===== src/rtl/wb_pkg.sv =====
// Shared types and widths for the register-bank write-back path.
// Latency: n/a (types only). Backpressure: n/a.
package wb_pkg;
    localparam int DATA_W     = 16;
    localparam int REG_ADDR_W = 4;
    localparam int NUM_REGS   = 2 ** REG_ADDR_W;

    typedef struct packed {
        logic [REG_ADDR_W-1:0] dst_reg;
        logic [DATA_W-1:0]     data;
    } wb_entry_t;

    typedef enum logic [1:0] {
        GR_IDLE,
        GR_READ,
        GR_WRITE
    } grant_t;
endpackage


===== src/rtl/writeback_scheduler_if.sv =====
// Result producer, decode read request and bank write controls of the write-back scheduler.
// Latency: n/a (wires). Backpressure: res_valid/res_ready, rd_stall. Optional WB_BYPASS_EN adds forwarding.
interface writeback_scheduler_if
    import wb_pkg::*;
#(
    parameter int DEPTH = 4
);
    localparam int CW = $clog2(DEPTH) + 1;

    logic                  res_valid;
    logic                  res_ready;
    logic [REG_ADDR_W-1:0] res_reg;
    logic [DATA_W-1:0]     res_data;
    logic                  rd_req;
    logic [REG_ADDR_W-1:0] rd_regA;
    logic [REG_ADDR_W-1:0] rd_regB;
    logic                  rd_uses_b;
    logic                  rd_stall;
    logic                  wr_en;
    logic [REG_ADDR_W-1:0] wr_reg;
    logic [DATA_W-1:0]     wr_data;
    logic [NUM_REGS-1:0]   pending_mask;
    logic [CW-1:0]         fifo_count;
`ifdef WB_BYPASS_EN
    logic                  fwd_a_valid;
    logic                  fwd_b_valid;
    logic [DATA_W-1:0]     fwd_a_data;
    logic [DATA_W-1:0]     fwd_b_data;
`endif

    modport master (
        output res_valid, res_reg, res_data, rd_req, rd_regA, rd_regB, rd_uses_b,
        input  res_ready, rd_stall, wr_en, wr_reg, wr_data, pending_mask, fifo_count
`ifdef WB_BYPASS_EN
        , input fwd_a_valid, fwd_b_valid, fwd_a_data, fwd_b_data
`endif
    );

    modport slave (
        input  res_valid, res_reg, res_data, rd_req, rd_regA, rd_regB, rd_uses_b,
        output res_ready, rd_stall, wr_en, wr_reg, wr_data, pending_mask, fifo_count
`ifdef WB_BYPASS_EN
        , output fwd_a_valid, fwd_b_valid, fwd_a_data, fwd_b_data
`endif
    );
endinterface


===== src/rtl/wb_fifo.sv =====
// Result FIFO: storage, pointers, occupancy and per-register pending mask.
// Latency: entry visible at head the cycle after push. Backpressure: push_rdy = count<DEPTH, independent of pop.
module wb_fifo
    import wb_pkg::*;
#(
    parameter int DEPTH = 4,
    localparam int PW = $clog2(DEPTH),
    localparam int CW = PW + 1
) (
    input  logic                clk,
    input  logic                rst_n,
    input  logic                push_vld,
    output logic                push_rdy,
    input  wb_entry_t           push_dat,
    input  logic                pop,
    output wb_entry_t           head,
    output logic [NUM_REGS-1:0] pending_mask,
    output logic [CW-1:0]       count
`ifdef WB_BYPASS_EN
    ,
    output wb_entry_t           ordered [DEPTH],
    output logic [DEPTH-1:0]    ordered_vld
`endif
);
    wb_entry_t        mem [DEPTH];
    logic [DEPTH-1:0] vld;
    logic [PW-1:0]    wr_ptr;
    logic [PW-1:0]    rd_ptr;
    logic             do_push;
    logic             do_pop;

    assign push_rdy = (count < CW'(DEPTH));
    assign do_push  = push_vld && push_rdy;
    assign do_pop   = pop && (count != '0);
    assign head     = mem[rd_ptr];

    always_ff @(posedge clk or negedge rst_n) begin
        if (!rst_n) begin
            wr_ptr <= '0;
            rd_ptr <= '0;
            count  <= '0;
            vld    <= '0;
        end else begin
            if (do_pop) begin
                rd_ptr      <= rd_ptr + 1'b1;
                vld[rd_ptr] <= 1'b0;
            end
            if (do_push) begin
                wr_ptr      <= wr_ptr + 1'b1;
                vld[wr_ptr] <= 1'b1;
            end
            case ({do_push, do_pop})
                2'b10:   count <= count + 1'b1;
                2'b01:   count <= count - 1'b1;
                default: count <= count;
            endcase
        end
    end

    // Payload needs no reset; vld gates every consumer.
    always_ff @(posedge clk) begin
        if (do_push) mem[wr_ptr] <= push_dat;
    end

    always_comb begin
        pending_mask = '0;
        for (int i = 0; i < DEPTH; i++) begin
            if (vld[i]) pending_mask[mem[i].dst_reg] = 1'b1;
        end
    end

`ifdef WB_BYPASS_EN
    // Age-ordered view: index 0 is the oldest (head) entry.
    always_comb begin
        logic [PW-1:0] idx;
        for (int i = 0; i < DEPTH; i++) begin
            idx            = rd_ptr + PW'(i);
            ordered[i]     = mem[idx];
            ordered_vld[i] = vld[idx];
        end
    end
`endif
endmodule


===== src/rtl/writeback_scheduler.sv =====
// Buffers results and arbitrates the shared bank port between decode reads and queued writes (WB_BYPASS_EN: forward instead of stall).
// Latency: result pushed at edge N written at edge N+1 earliest. Backpressure: res_ready=count<DEPTH; rd_stall when read not granted.
module writeback_scheduler
    import wb_pkg::*;
#(
    parameter int DEPTH = 4
) (
    input logic                  clk,
    input logic                  rst_n,
    writeback_scheduler_if.slave bus
);
    localparam int CW = $clog2(DEPTH) + 1;

    grant_t              grant;
    logic                haz;
    logic                full;
    wb_entry_t           push_dat;
    wb_entry_t           head;
    logic [CW-1:0]       count;
    logic [NUM_REGS-1:0] pending;
`ifdef WB_BYPASS_EN
    wb_entry_t           ordered [DEPTH];
    logic [DEPTH-1:0]    ordered_vld;
`endif

    assign push_dat = {bus.res_reg, bus.res_data};

    wb_fifo #(.DEPTH(DEPTH)) u_fifo (
        .clk          (clk),
        .rst_n        (rst_n),
        .push_vld     (bus.res_valid),
        .push_rdy     (bus.res_ready),
        .push_dat     (push_dat),
        .pop          (grant == GR_WRITE),
        .head         (head),
        .pending_mask (pending),
        .count        (count)
`ifdef WB_BYPASS_EN
        ,
        .ordered      (ordered),
        .ordered_vld  (ordered_vld)
`endif
    );

    assign bus.pending_mask = pending;
    assign bus.fifo_count   = count;
    assign full             = (count == CW'(DEPTH));

`ifdef WB_BYPASS_EN
    assign haz = 1'b0;
`else
    assign haz = bus.rd_req &&
                 (pending[bus.rd_regA] || (bus.rd_uses_b && pending[bus.rd_regB]));
`endif

    // A full FIDO must drain first, otherwise a stalled producer could starve writes forever.
    always_comb begin
        grant = GR_IDLE;
        if (full)                     grant = GR_WRITE;
        else if (bus.rd_req && !haz)  grant = GR_READ;
        else if (count != '0)         grant = GR_WRITE;
    end

    always_comb begin
        bus.wr_en   = 1'b0;
        bus.wr_reg  = '0;
        bus.wr_data = '0;
        if (grant == GR_WRITE) begin
            bus.wr_en   = 1'b1;
            bus.wr_reg  = head.dst_reg;
            bus.wr_data = head.data;
        end
    end

    assign bus.rd_stall = bus.rd_req && (grant != GR_READ);

`ifdef WB_BYPASS_EN
    // Later (younger) matches overwrite earlier ones.
    always_comb begin
        bus.fwd_a_valid = 1'b0;
        bus.fwd_b_valid = 1'b0;
        bus.fwd_a_data  = '0;
        bus.fwd_b_data  = '0;
        for (int i = 0; i < DEPTH; i++) begin
            if (bus.rd_req && ordered_vld[i] && ordered[i].dst_reg == bus.rd_regA) begin
                bus.fwd_a_valid = 1'b1;
                bus.fwd_a_data  = ordered[i].data;
            end
            if (bus.rd_req && bus.rd_uses_b && ordered_vld[i] &&
                ordered[i].dst_reg == bus.rd_regB) begin
                bus.fwd_b_valid = 1'b1;
                bus.fwd_b_data  = ordered[i].data;
            end
        end
    end
`endif
endmodule


===== src/flat_wrapper.sv =====
// flat-port wrapper written by rule: the top's interface ports become plain ports
module writeback_scheduler_flat import wb_pkg::*;
#(
    parameter int DEPTH = 4
)
  (clk, rst_n, bus_res_valid, bus_res_reg, bus_res_data, bus_rd_req, bus_rd_regA, bus_rd_regB, bus_rd_uses_b, bus_res_ready, bus_rd_stall, bus_wr_en, bus_wr_reg, bus_wr_data, bus_pending_mask, bus_fifo_count);
  writeback_scheduler_if #(.DEPTH(DEPTH)) bus_i ();
  input logic clk;
  input logic rst_n;
  input wire logic [$bits(bus_i.res_valid)-1:0] bus_res_valid;
  input wire logic [$bits(bus_i.res_reg)-1:0] bus_res_reg;
  input wire logic [$bits(bus_i.res_data)-1:0] bus_res_data;
  input wire logic [$bits(bus_i.rd_req)-1:0] bus_rd_req;
  input wire logic [$bits(bus_i.rd_regA)-1:0] bus_rd_regA;
  input wire logic [$bits(bus_i.rd_regB)-1:0] bus_rd_regB;
  input wire logic [$bits(bus_i.rd_uses_b)-1:0] bus_rd_uses_b;
  output wire logic [$bits(bus_i.res_ready)-1:0] bus_res_ready;
  output wire logic [$bits(bus_i.rd_stall)-1:0] bus_rd_stall;
  output wire logic [$bits(bus_i.wr_en)-1:0] bus_wr_en;
  output wire logic [$bits(bus_i.wr_reg)-1:0] bus_wr_reg;
  output wire logic [$bits(bus_i.wr_data)-1:0] bus_wr_data;
  output wire logic [$bits(bus_i.pending_mask)-1:0] bus_pending_mask;
  output wire logic [$bits(bus_i.fifo_count)-1:0] bus_fifo_count;
  assign bus_i.res_valid = bus_res_valid;
  assign bus_i.res_reg = bus_res_reg;
  assign bus_i.res_data = bus_res_data;
  assign bus_i.rd_req = bus_rd_req;
  assign bus_i.rd_regA = bus_rd_regA;
  assign bus_i.rd_regB = bus_rd_regB;
  assign bus_i.rd_uses_b = bus_rd_uses_b;
  assign bus_res_ready = bus_i.res_ready;
  assign bus_rd_stall = bus_i.rd_stall;
  assign bus_wr_en = bus_i.wr_en;
  assign bus_wr_reg = bus_i.wr_reg;
  assign bus_wr_data = bus_i.wr_data;
  assign bus_pending_mask = bus_i.pending_mask;
  assign bus_fifo_count = bus_i.fifo_count;
  writeback_scheduler #(.DEPTH(DEPTH)) u_core (.clk(clk), .rst_n(rst_n), .bus(bus_i));
endmodule

===== config.mk =====
export PLATFORM = sky130hd
export DESIGN_NAME = writeback_scheduler_flat
export DESIGN_NICKNAME = d
export VERILOG_FILES = /design/src/rtl/wb_pkg.sv /design/src/rtl/writeback_scheduler_if.sv /design/src/rtl/wb_fifo.sv /design/src/rtl/writeback_scheduler.sv /design/src/flat_wrapper.sv
export SDC_FILE = /design/constraint.sdc
export NUM_CORES = 1
export LEC_CHECK = 0
export CORE_MARGIN = 2
export CORE_UTILIZATION = 44
export DETAILED_ROUTE_END_ITERATION = 6
export DONT_BUFFER_PORTS = 1
export PLACE_DENSITY = 0.66
export SLEW_MARGIN = 20
export SYNTH_ARGS = -nofsm -noshare
export SYNTH_HDL_FRONTEND = slang
export SYNTH_SLANG_ARGS = --single-unit

===== constraint.sdc =====
create_clock -name clk -period 3.4 [get_ports clk]
set_input_delay 0.85 -clock clk [delete_from_list [all_inputs] [get_ports clk]]
set_output_delay 0.85 -clock clk [all_outputs]
set_load 0.005 [all_outputs]

[After elaboration in Yosys (flattened, before gate mapping)]
Memory sizes are Yosys's and may differ from the RTL's.
Cells that the tools add are included.
Word-level totals
  register bits after elaboration: 11
  RAM bits: 80
  input port bits: 33
  output and inout bits: 42
  word-level logic and storage cells: 82
  memories: 1
Operators by class
  add/sub/neg operators: 4
  order comparisons: 15
  eq/ne operators: 5
  mux-type cells: 31
  bitwise gates (word level): 6
  reductions and logical operators: 16
Memory list
  u_core.u_fifo.mem: depth 4, width 20, read ports 5, clocked after Yosys merged registers in 0, wr ports 1, RTL line wb_fifo.sv:25  | wb_entry_t mem [DEPTH];
Operators with widths (number)
  16-bit 2-to-1 mux: 5
  16-bit OR: 3
  4-bit by 5-bit less-than comparator with 1-bit output (second input constant): 6
  1-bit demux with 4-bit select: 4
  4-bit by 1-bit greater-or-equal comparator with 1-bit output (second input constant): 4
  1-bit logical AND: 12
  4-bit 2-to-1 mux: 3
  1-bit 2-to-1 mux: 11
  1-bit binary-select mux with 4-bit select: 2
  2-bit by 3-bit less-than comparator with 1-bit output (second input constant): 2
  2-bit 2-to-1 mux: 3
  3-bit case mux with 2 select lines: 1
  2-bit by 1-bit adder with 2-bit output (second input constant): 2
  4-bit AND: 1
  1-bit demux with 2-bit select: 2
  2-bit equality test (second input constant): 2
  2-bit by 1-bit greater-or-equal comparator with 1-bit output (second input constant): 2
  4-bit NOT: 1
  4-bit OR: 1
  3-bit by 1-bit adder with 3-bit output (second input constant): 1
  3-bit equality test (second input constant): 1
  3-bit less-than comparator (second input constant): 1
  3-bit nonzero test: 1
  3-bit by 1-bit subtractor with 3-bit output (second input constant): 1
  5 further kinds: 5

[Longest topological paths before layout]
  depth in word-level cells: 25
  gate-level depth with buffers: 14

[Hierarchy]
From an unflattened synthesis, not the netlist that was laid out.
Second synthesis, totals
  cell total of the unflattened synthesis: 317
  area, all modules: 4739.5 um2
Modules (own cells, without submodules)
  wb_fifo: times used 1, cells each 244, area an instance 4058.9 um2, sequential area each 2677.6 um2
  writeback_scheduler: times used 1, cells each 73, area an instance 680.7 um2, sequential area each 0.0 um2

[Worst setup path before layout]
OpenSTA, ideal clock, no wires.
  path type: input to register
  start point: input bus_rd_regB[1]
  end point: register u_core.u_fifo.count[2]
  library setup time: 0.123 ns
  arrival time: 3.361 ns
  required time: 3.277 ns
  setup slack: -0.084 ns
  stages: 13
  cells stage by stage: clkbuf_1 > or3_1 > o2111a_1 > o41ai_1 > nor2_1 > o21ai_4 > buf_6 > inv_1 > ha_1 > fa_1 > xnor2_1 > nor2_1 > xnor2_1
On the way
  cells in the longest elaborated chain, start to end: 13
  elaborated cells between the ends (all ways): 15
  those cells by class: eq/ne (3); mux (5); reduce/logical (7)
RTL lines
  start: declaration: RTL line flat_wrapper.sv:15  | input wire logic [$bits(bus_i.rd_regB)-1:0] bus_rd_regB;
  1-bit binary-select mux with 4-bit select (*): RTL line writeback_scheduler.sv:53  | (pending[bus.rd_regA] || (bus.rd_uses_b && pending[bus.rd_regB]));
  1-bit 2-to-1 mux (implied by the code) (*): RTL line writeback_scheduler.sv:53
  1-bit logical AND (*): RTL line writeback_scheduler.sv:53
  1-bit logical OR (*): RTL line writeback_scheduler.sv:53
  1-bit logical AND (*): RTL line writeback_scheduler.sv:52  | assign haz = bus.rd_req &&
  1-bit zero test (*): RTL line writeback_scheduler.sv:60  | else if (bus.rd_req && !haz) grant = GR_READ;
  1-bit logical AND (*): RTL line writeback_scheduler.sv:60
  2-bit 2-to-1 mux (*): RTL line writeback_scheduler.sv:60
  2-bit 2-to-1 mux (*): RTL line writeback_scheduler.sv:59  | if (full) grant = GR_WRITE;
  2-bit equality test (*): RTL line writeback_scheduler.sv:34  | .pop (grant == GR_WRITE),
  1-bit logical AND (*): RTL line wb_fifo.sv:34  | assign do_pop = pop && (count != '0);
  2-bit by 1-bit equality test with 1-bit output or 2-bit equality test (tied branches): RTL line wb_fifo.sv:52  | case ({do_push, do_pop})
  3-bit case mux with 2 select lines or 2-bit nonzero test (tied branches)
  end signal: assignment: RTL line wb_fifo.sv:53  | 2'b10: count <= count + 1'b1;
  end signal: assignment: RTL line wb_fifo.sv:54  | 2'b01: count <= count - 1'b1;
  end signal: assignment: RTL line wb_fifo.sv:55  | default: count <= count;
  end: declaration: RTL line wb_fifo.sv:18  | output logic [CW-1:0] count
Mark *: on every way between the ends. The rest lies on a longest branch, timed or not. The select of a mux whose other input is x is not followed.
A chain may end at the register's enable or synchronous reset.

==> results.txt <==
Share of the synthesized area in the top cell type = 53.0%
Power Dens Cells = 738 nW/um^2
Avg WL per Cell = 20.3 um
Synth unique cells = 48
Slowest stage delay, CP = 470 ps
Slowest cell on the critical path = mux4_2
GRT Util Overall = 18.5%
CTS Buf Count = 9
Vias/cell = 5.67
Crit start category = flip-flop
Critical Path End = bus_wr_data[5]
CTS tree = built
CP required = 2550 ps
Multi-input gate area = 1940 sq um
Family with the most delay on the worst path = simple AND/OR/NAND/NOR gates
Largest cells by area after synthesis = edfxtp_1 (53%), mux4_2 (12%), dfrtp_1 (6.1%)
TritonCTS Sinks = 91
Maximum root-to-sink buffer count = 2
Placer Congestion = 0.842
WL final = 10100 um
DRT antenna net count = 0
Fin cells = 494
DR pass1 iterations = 5
Final Critical Period = 3800 ps
MaxCap Viol Count = 0
Root buffer cell = clkbuf_8
Number of fill cells = 866
First-pass GRT wire length = 15700 um
Placement Cell Area = 4980 sq um
Synth Flop Type = edfxtp_1
Final Hold Violating Endpoints = 0
Max-slew headroom = 67.5%
Post-synth top area cell = edfxtp_1
# hold bufs at CTS = 0
Synth-to-layout area growth = 20.9%
IO buf count = 0
Die area = 11100 sq um
Final setup vio count = 22
Setup Skew = 17.5 ps
Ordered cell list for the critical path = or3b_4 > o22ai_2 > nor2_2 > mux4_2 > or3b_4 > o2111ai_4 > o21ai_4 > buf_6 > buf_6 > nor2b_4
Layout cells sized above 1 = 40.2%
Leakage dissipation = 1.98 nW
VDD IR-drop max = 0.520 mV
Antenna violations before repair = 0
R2R Path End = u_core.u_fifo.count[1]
Fmax achieved = 263 MHz
Hpwl dp = 7130 um
Initial Utilization = 44.5%
Setup crit start = u_core.u_fifo.mem[2][16]
Mean Syn Cell Area = 15.1 sq um
Status = complete, but fails checks
Core area = 10200 sq um
Buf+Inv Stages, Crit Path = 2
Async S/R FF share, synth = 12.1%
Failing checks = setup timing
ANT cells = 0
Die width = 106 um
Post-route design area = 5480 sq um
Max FO, Critical Path = 5
Mapped Area = 4530 sq um
Seq/Total Area, Yosys = 59.1%
Residual DRC = 0
Global route overflow = 0
Max-slew violations = 0
Vias in the first global route = 3043
Post-Syn Nets = 344
Count leader, synth = edfxtp_1
Setup ws final = -404 ps
Worst-Skew Late Latency = 340 ps
Worst hold path type = input port to asynchronous set/reset pin
Register area = 2680 sq um
Row count = 37
Nets = 397
Die height = 106 um
IO Count = 75
Post-synth EDFFs = 80
Vias = 2801
Warnings from Yosys = 0
Syn Inst Count = 301
RSZ-0062 raised after global routing = true
Largest net degree at the start of global routing = 22
Worst reg2reg setup slack = 20 ps
Worst path depth = 10
Reg clk slew, reported paths = 100 ps
FF-to-FF Start = u_core.u_fifo.mem[2][16]
Cell count after placement = 469
Initial DRC Count = 127
Top cells by count, synth = edfxtp_1 (80), mux4_2 (24), o22ai_1 (23)
Crit end category = primary output
Final period utilization = 112%
Data arrival time of the critical path = 2950 ps
Slew of the pin with the lowest slew margin = 486 ps
Yosys reg bits = 91
H-tree depth = 3
Cell depth of the worst flop-to-flop path = 12
Critical path class = flip-flop to primary output
[power by group]
| group | internal (mW) | switching [mW] |
|---|---|---|
| Clock | 0.488 | 0.354 |
| Sequential | 1.43 | 0.109 |
| Combinational | 0.876 | 0.787 |
| Total | 2.79 | 1.25 |
[layer usage]
metal  GRT usage [%]  part of all wire [%]  up-vias
li1                -                     -     1298
met1            22.4                    40     1406
met2            32.6                    52       93
met3            5.63                   7.9        4
met4            4.42                  0.49        0
met5               0                     0        -
[state kept, by name, summed over array words and instances (netlist names)]
register,flops
u_core.u_fifo.count,3
u_core.u_fifo.mem,80
u_core.u_fifo.rd_ptr,2
u_core.u_fifo.vld,4
u_core.u_fifo.wr_ptr,2
[stage by stage]
stage               setup WS [ps]  total power, mW  hold slack [ps]  setup TNS [ps]  util (%)
detailed placement          -79.3             3.06              500            -393      48.9
finish                       -404             4.04              185           -8140      53.8
global placement            -25.6             3.02              484           -57.4      48.9
CTS                          -426             3.99              162           -8560      52.4
global route                 -492             4.28              152          -10260      53.8
floorplan                    39.8             2.60              507               0         -
[worst min path at each step]
stage	startpoint	endpoint	slack [ps]	cells after the start
2_1_floorplan	u_core.u_fifo.vld[3]	u_core.u_fifo.vld[3]	510	1
3_3_place_gp	u_core.u_fifo.vld[2]	u_core.u_fifo.vld[2]	480	1
3_5_place_dp	u_core.u_fifo.vld[2]	u_core.u_fifo.vld[2]	500	1
4_1_cts	rst_n	u_core.u_fifo.wr_ptr[0]	160	0
5_1_grt	rst_n	u_core.u_fifo.count[0]	150	0
6_report	rst_n	u_core.u_fifo.wr_ptr[0]	180	0
[cells in the final DEF, fill, tap and decap left out, types with 7 or more instances in the layout]
| master | netlist | layout |
|---|---|---|
| o22ai_1 | 23 | 18 |
| nor2b_4 | 0 | 10 |
| buf_4 | 0 | 47 |
| dfrtp_1 | 11 | 11 |
| nand2b_1 | 9 | 7 |
| clkbuf_8 | 0 | 9 |
| inv_1 | 15 | 14 |
| edfxtp_1 | 80 | 80 |
| nand3b_1 | 8 | 8 |
| or2_2 | 9 | 7 |
| nor2b_2 | 18 | 8 |
| nor2_1 | 13 | 10 |
| mux4_2 | 24 | 24 |
| ha_1 | 9 | 8 |
[layout make-up]
cell class | count | share of cell area (%)
Inverter | 15 | 1.07
Clock buffer | 9 | 2.26
Clock inverter | 6 | 2.08
Tap cell | 136 | 3.10
Multi-Input combinational cell | 187 | 35.4
Sequential cell | 91 | 48.8
Timing Repair Buffer | 50 | 7.21
[timing repair]
action,4_1_cts,5_1_grt
endpoints found under the hold margin,0,0
setup buffers,4,6
gates resized for setup,18,24
pin swaps,3,3
setup endpoints to repair,23,24
[kinds of logic after synthesis]
group | share of synthesized area (%)
xor gates and xnor gates | 1.13
muxes | 12.7
buffers and inverters | 2.23
DFF | 59.1
AOI/OAI and AO/OA | 9.49
adders and majority gates | 2.93
and+or+nand+nor | 12.4
(Power assumes the default switching activity.)
==> RTL change 1: new RTL, config.mk and constraints unchanged <==
The package constant `REG_ADDR_W` goes from 4 to 5.
--- a/src/rtl/wb_pkg.sv
+++ b/src/rtl/wb_pkg.sv
@@ -4,3 +4,3 @@
     localparam int DATA_W     = 16;
-    localparam int REG_ADDR_W = 4;
+    localparam int REG_ADDR_W = 5;
     localparam int NUM_REGS   = 2 ** REG_ADDR_W;
Interface: changed (5 resized); port bits go from 75 to 95. No check against the original RTL was run, so the function may have changed too.
==> RTL change 1 against the unedited design <==
  * The flow still finishes with violations (setup timing)
  * Sequential cell count grew 4
  * Sequential power grew 7%
  * Synthesized cell count grew 58%
  * Design area grew 48%
  * Setup slack lost 410 ps
  * Count of clock-buffer cells in the layout is the same
  * Total power grew 23%
  * Wire length grew 81%
  * Area after synthesis grew 27%
  * Largest power group unchanged
  * Hold slack gained 5.3 ps
  * Non-clock buffer count grew 145
==> RTL change 1: results (changes against the unedited design) <==
Worst setup path
  • R2R Setup Slk: -560 ps (-580 ps)
  • Reg2reg start: u_core.u_fifo.mem[1][18]
  • R2R depth: 18 (+6)
  • Setup crit end: bus_wr_data[15]
  • Crit path launch type: register
  • Critical Path Fanout Max: 5 (unchanged)
  • Critical-path top delay cell: mux4_2
  • CP delay by family, top: compound AO/OA/AOI/OAI gates
  • Max incr delay on CP: 500 ps (+30 ps)
  • FF-to-FF End: u_core.u_fifo.count[2]

Final layout
  • Biggest regs: u_core.u_fifo.mem x84, u_core.u_fifo.vld x4, u_core.u_fifo.count x3
  • Layout cell share with drive strength beyond 1: 0.472 (+0.0696)
  • Final net count: 698 (+76%)
  • Ant diodes: 0 (unchanged)
  • Number of fill cells in the layout: 993 (+15%)

Timing
  • Setup TNS: -19850 ps (-11700 ps)
  • Clock skew: 12.6 ps (-4.88 ps)
  • Final worst-path setup slack: -811 ps (-407 ps)
  • Slew headroom: 0.550 (-0.125)
  • # setup viols final: 28 (+27%)

GRT
  • Vias in the first global route: 4978 (+64%)
  • Met3 Use GR: 0.0569 (+0.000673)
  • GRT met1 Usage: 0.307 (+0.0836)
  • Largest net degree at the start of global routing: 23 (+4.5%)
  • First-pass GRT wire length: 27700 um (+76%)
  • M2 GR Usage: 0.442 (+0.116)
  • Total GRT Usage: 0.258 (+0.0732)
  • Initial antenna violation count: 0 (unchanged)

Synthesis
  • Number of library cell types mapped by synthesis: 74 (+54%)
  • Top cells by area, synth: edfxtp_1 (44%), mux4_2 (11%), dfrtp_1 (4.8%), nor2b_1 (3.6%), o22ai_1 (2.7%)
  • Async SR Flop Fraction: 0.116 (-0.00509)
  • Number of synthesized flops with an enable pin: 84 (+5.0%)
  • Syn avg cell area: 12.1 um2 (-19%)
  • Top cells by count, synth: edfxtp_1 (84), nor2b_1 (33), inv_1 (27), mux4_2 (27), nand2_1 (27)
  • Synth Net Count: 521 (+51%)
  • Sequential element share of the synthesized area: 0.486 (-0.105)
  • YS warnings: 0 (unchanged)

Detailed routing
  • Vias per cell: 6.00 (+5.8%)
  • Initial DRC count: 340 (+170%)
  • Wire length per cell: 22.0 um (+8.1%)
  • Pre-antenna DRT Iters: 5 (unchanged)
  • WL final: 18200 um (+81%)

Run status
  • Failing checks: setup timing
  • Outcome: finished with violations

Clocking
  • Post-CTS setup buffer count: 41 (+37)
  • Post-CTS sizing: 58 (+40)
  • CTS root buf: clkbuf_16
  • H-tree levels: 3 (unchanged)
  • Clk slew on worst S/H paths: 70 ps (-30 ps)
  • Total CTS buffers: 9 (unchanged)
  • Clock latency at the later pin of the worst-skew pair: 340 ps (about the same)

Placement
  • Final GP Congestion: 0.974 (+16%)
  • Port Buf Inserts: 0 (unchanged)
  • Detailed placer's ending HPWL: 13200 um (+85%)
  • Placed cells: 764 (+63%)

Pwr
  • Max VDD drop: 0.000570 V (+9.7%)
  • Leak: 3.24 nW (+64%)
[RTL change 1: area by class of cell]
| cell class | instances | area (um2) | area share |
|---|---|---|---|
| Clock buffer | 9 | 225 | 0.0278 |
| Clock inverter | 7 | 68.8 | 0.00849 |
| Inverter | 27 | 106 | 0.0131 |
| Multi-Input combinational cell | 324 | 3050 | 0.376 |
| Sequential cell | 95 | 2800 | 0.345 |
| Tap cell | 172 | 215 | 0.0266 |
| Timing Repair Buffer | 195 | 1640 | 0.203 |
[RTL change 1: cell families (layout without fill, tap and decap cells)]
family                   count (synthesis)  after routing  synth area share
AND/OR/NAND/NOR                        180            180             0.193
adder cells (fa/ha/maj)                 10             10            0.0230
multiplexers                            33             33             0.117
buffers and inverters                   56            238            0.0426
AO/OA/AOI/OAI                           96             96             0.130
flip-flops                              95             95             0.486
XOR/XNOR                                 5              5           0.00891
[RTL change 1: power breakdown]
part,leakage (nW),switching (W),internal (W)
clock,0.144,0.000411,0.000569
combinational,2.21,0.00104,0.00130
sequential,0.894,0.000160,0.00149
[RTL change 1: per-stage QoR]
step           setup slack [ps]  hold slack [ps]  total power [W]  instance area (um2)
3_3_place_gp               -537              519          0.00341                 6990
2_1_floorplan              -117              539          0.00282                 5820
5_1_grt                    -904              177          0.00521                 8110
4_1_cts                    -735              178          0.00482                 7900
6_report                   -811              190          0.00497                 8110
3_5_place_dp               -611              524          0.00345                 6990
[RTL change 1: layer usage]
layer | wire (um) | vias to the layer above | share of wire
met4 | 776 | 0 | 0.043
met2 | 9110 | 272 | 0.50
met1 | 6940 | 2426 | 0.38
met3 | 1420 | 53 | 0.078
li1 | - | 2222 | -
met5 | 0 | - | 0
==> RTL change 2: new RTL, config.mk and constraints unchanged <==
Without the edit above. Reset style: synchronous (`rst_n`), changed in one clocked block.
--- a/src/rtl/wb_fifo.sv
+++ b/src/rtl/wb_fifo.sv
@@ -36,3 +36,3 @@
 
-    always_ff @(posedge clk or negedge rst_n) begin
+    always_ff @(posedge clk) begin
         if (!rst_n) begin
Check against the original RTL: differs if rst_n is asserted again (counterexample within 4 cycles, from zero or initial values and one cycle with rst_n low); with rst_n held inactive, the same outputs for 4 cycles.
==> RTL change 2 against the unedited design <==
  * The run still ends with setup timing left
  * Design area is 3.3% higher
  * Clock power decreased by 29%
  * Clock skew shrank 3.8 ps
  * Critical path depth down 1
  * Wire length is 16% higher
  * Area after synthesis grew 2.6%
  * Setup slack better by 140 ps
  * Total power decreased by 13%
  * First-iteration DRC count rose by 54%
  * Sequential cell count is 2 higher
  * Critical path type unchanged
  * Largest cell class unchanged
  * Highest routed layer unchanged
==> RTL change 2: results (changes against the unedited design) <==
Run status
  • Outcome: finished with violations
  • Failing checks: setup timing

Worst setup path
  • Critical-path top delay cell: or4_4
  • R2R depth: 14 (+2)
  • Critical Path Fanout Max: 9 (+4)
  • R2R Setup Slk: -100 ps (-120 ps)
  • CP arrival: 2810 ps (-140 ps)
  • FF-to-FF End: u_core.u_fifo.count[2]
  • Max incr delay on CP: 520 ps (+50 ps)
  • Reg2reg start: u_core.u_fifo.mem[2][19]

Placement
  • Detailed placer's ending HPWL: 8470 um (+19%)
  • Final GP Congestion: 0.893 (+6.1%)

Synthesis
  • Async SR Flop Fraction: 0 (-0.121)
  • Sequential element share of the synthesized area: 0.572 (-0.0185)
  • Number of library cell types mapped by synthesis: 45 (-6.3%)
  • Mux contribution to synthesized area: 0.0989 (-0.0283)
  • Top cells by area, synth: edfxtp_1 (52%), mux4_2 (9.7%), dfxtp_1 (5.6%), o22ai_1 (4.6%), nor2b_1 (3.1%)
  • Synth Area in Compound Gates: 0.112 (+0.0169)
  • Top cells by count, synth: edfxtp_1 (80), o22ai_1 (34), nor2b_1 (23)
  • Adder-cell share of the synthesized area: 0.0285 (-0.000755)
  • Xor/xnor share of the synthesized area: 0.00565 (-0.00567)
  • Synth Net Count: 402 (+17%)

Detailed routing
  • Vias: 3309 (+18%)
  • Pre-antenna DRT Iters: 4 (-1)
  • Initial DRC count: 195 (+54%)
  • WL final: 11600 um (+16%)

Final layout
  • Layout cell share with drive strength beyond 1: 0.353 (-0.0492)
  • Number of fill cells in the layout: 908 (+4.8%)
  • Final net count: 461 (+16%)
  • Largest register FFs: 80 (unchanged)

Worst hold path
  • Hold crit path type: register to register

Timing
  • Clock skew: 13.7 ps (-3.84 ps)
  • Setup TNS: -5590 ps (+2560 ps)
  • # setup viols final: 23 (+4.5%)
  • Slew headroom: 0.601 (-0.0748)
  • Final worst-path setup slack: -260 ps (+144 ps)

Clocking
  • Total CTS buffers: 9 (unchanged)
  • Clock latency at the later pin of the worst-skew pair: 360 ps (+20 ps)

Pwr
  • Max VDD drop: 0.000380 V (-27%)
  • Leak: 1.99 nW (+0.42%)

GRT
  • Largest net degree at the start of global routing: 22 (unchanged)
  • Vias in the first global route: 3309 (+8.7%)
  • First-pass GRT wire length: 17900 um (+14%)
[RTL change 2: how the worst max path moves through the flow]
| stage | slack, ps | endpoint | depth (start not counted) | start |
|---|---|---|---|---|
| 5_1_grt | -340 | bus_wr_reg[0] | 9 | u_core.u_fifo.mem[2][19] |
| 3_5_place_dp | -90 | u_core.u_fifo.count[2] | 12 | u_core.u_fifo.mem[2][19] |
| 4_1_cts | -220 | bus_wr_data[15] | 10 | u_core.u_fifo.mem[3][16] |
| 2_1_floorplan | -90 | u_core.u_fifo.count[2] | 11 | bus_rd_regB[1] |
| 3_3_place_gp | -110 | u_core.u_fifo.count[2] | 12 | u_core.u_fifo.mem[2][19] |
| 6_report | -260 | bus_wr_data[15] | 9 | u_core.u_fifo.mem[2][19] |
[RTL change 2: logic make-up (layout without fill, tap and decap cells)]
group                    Yosys count  count (layout)
AO/OA/AOI/OAI                     73              73
XOR/XNOR                           3               3
adder cells (fa/ha/maj)           10              10
buffers and inverters             32              95
flip-flops                        93              93
multiplexers                      21              21
AND/OR/NAND/NOR                  127             127
[RTL change 2: layer usage]
layer,vias up,global-route usage,routed length [um],share of wire
met3,23,0.0541,846,0.073
li1,1525,-,-,-
met4,0,0.0918,314,0.027
met1,1643,0.261,4840,0.42
met2,118,0.349,5650,0.49
met5,-,0,0,0
[RTL change 2: final cells by class]
| cell class | count | area [um2] | area share |
|---|---|---|---|
| inverters | 22 | 82.6 | 0.0146 |
| clock inverters | 5 | 28.8 | 0.00508 |
| well taps | 136 | 170 | 0.0300 |
| clock buffers | 10 | 128 | 0.0225 |
| flip-flops and latches | 93 | 2670 | 0.471 |
| multi-input cells | 234 | 2100 | 0.371 |
| repair buffers | 58 | 487 | 0.0859 |
[RTL change 2: timing repair]
| item | CTS | global route |
|---|---|---|
| cloned | 1 | 0 |
| endpoints found under the hold margin | 0 | 0 |
| pin swaps | 15 | 6 |
| resized for setup | 47 | 9 |
| endpoints found under the setup margin | 23 | 24 |
| buffers inserted | 18 | 3 |
[RTL change 2: report_power, final]
group / leakage, nW / internal [W] / switching, W
combinational: 1.07 / 0.000684 / 0.000701
sequential: 0.842 / 0.00144 / 0.000104
clock: 0.0772 / 0.000256 / 0.000342
[RTL change 2: stage by stage]
step	std cells	setup slack, ps
after floorplan	359	-93.4
after global placement	521	-106
after detailed placement	521	-86.7
after CTS	555	-218
after global routing	558	-343
final	558	-260
[RTL change 2: worst register-to-register path: stages, from the launching register on]
cell and delay [ps]:
edfxtp_1 460, nand3b_1 270, o22ai_2 120, or3_1 360, o2111a_1 170, or4_4 520
o31ai_4 190, buf_6 160, buf_4 110, inv_2 30, ha_4 150, fa_2 350
xnor2_1 140, or3_1 300, a21boi_1 120
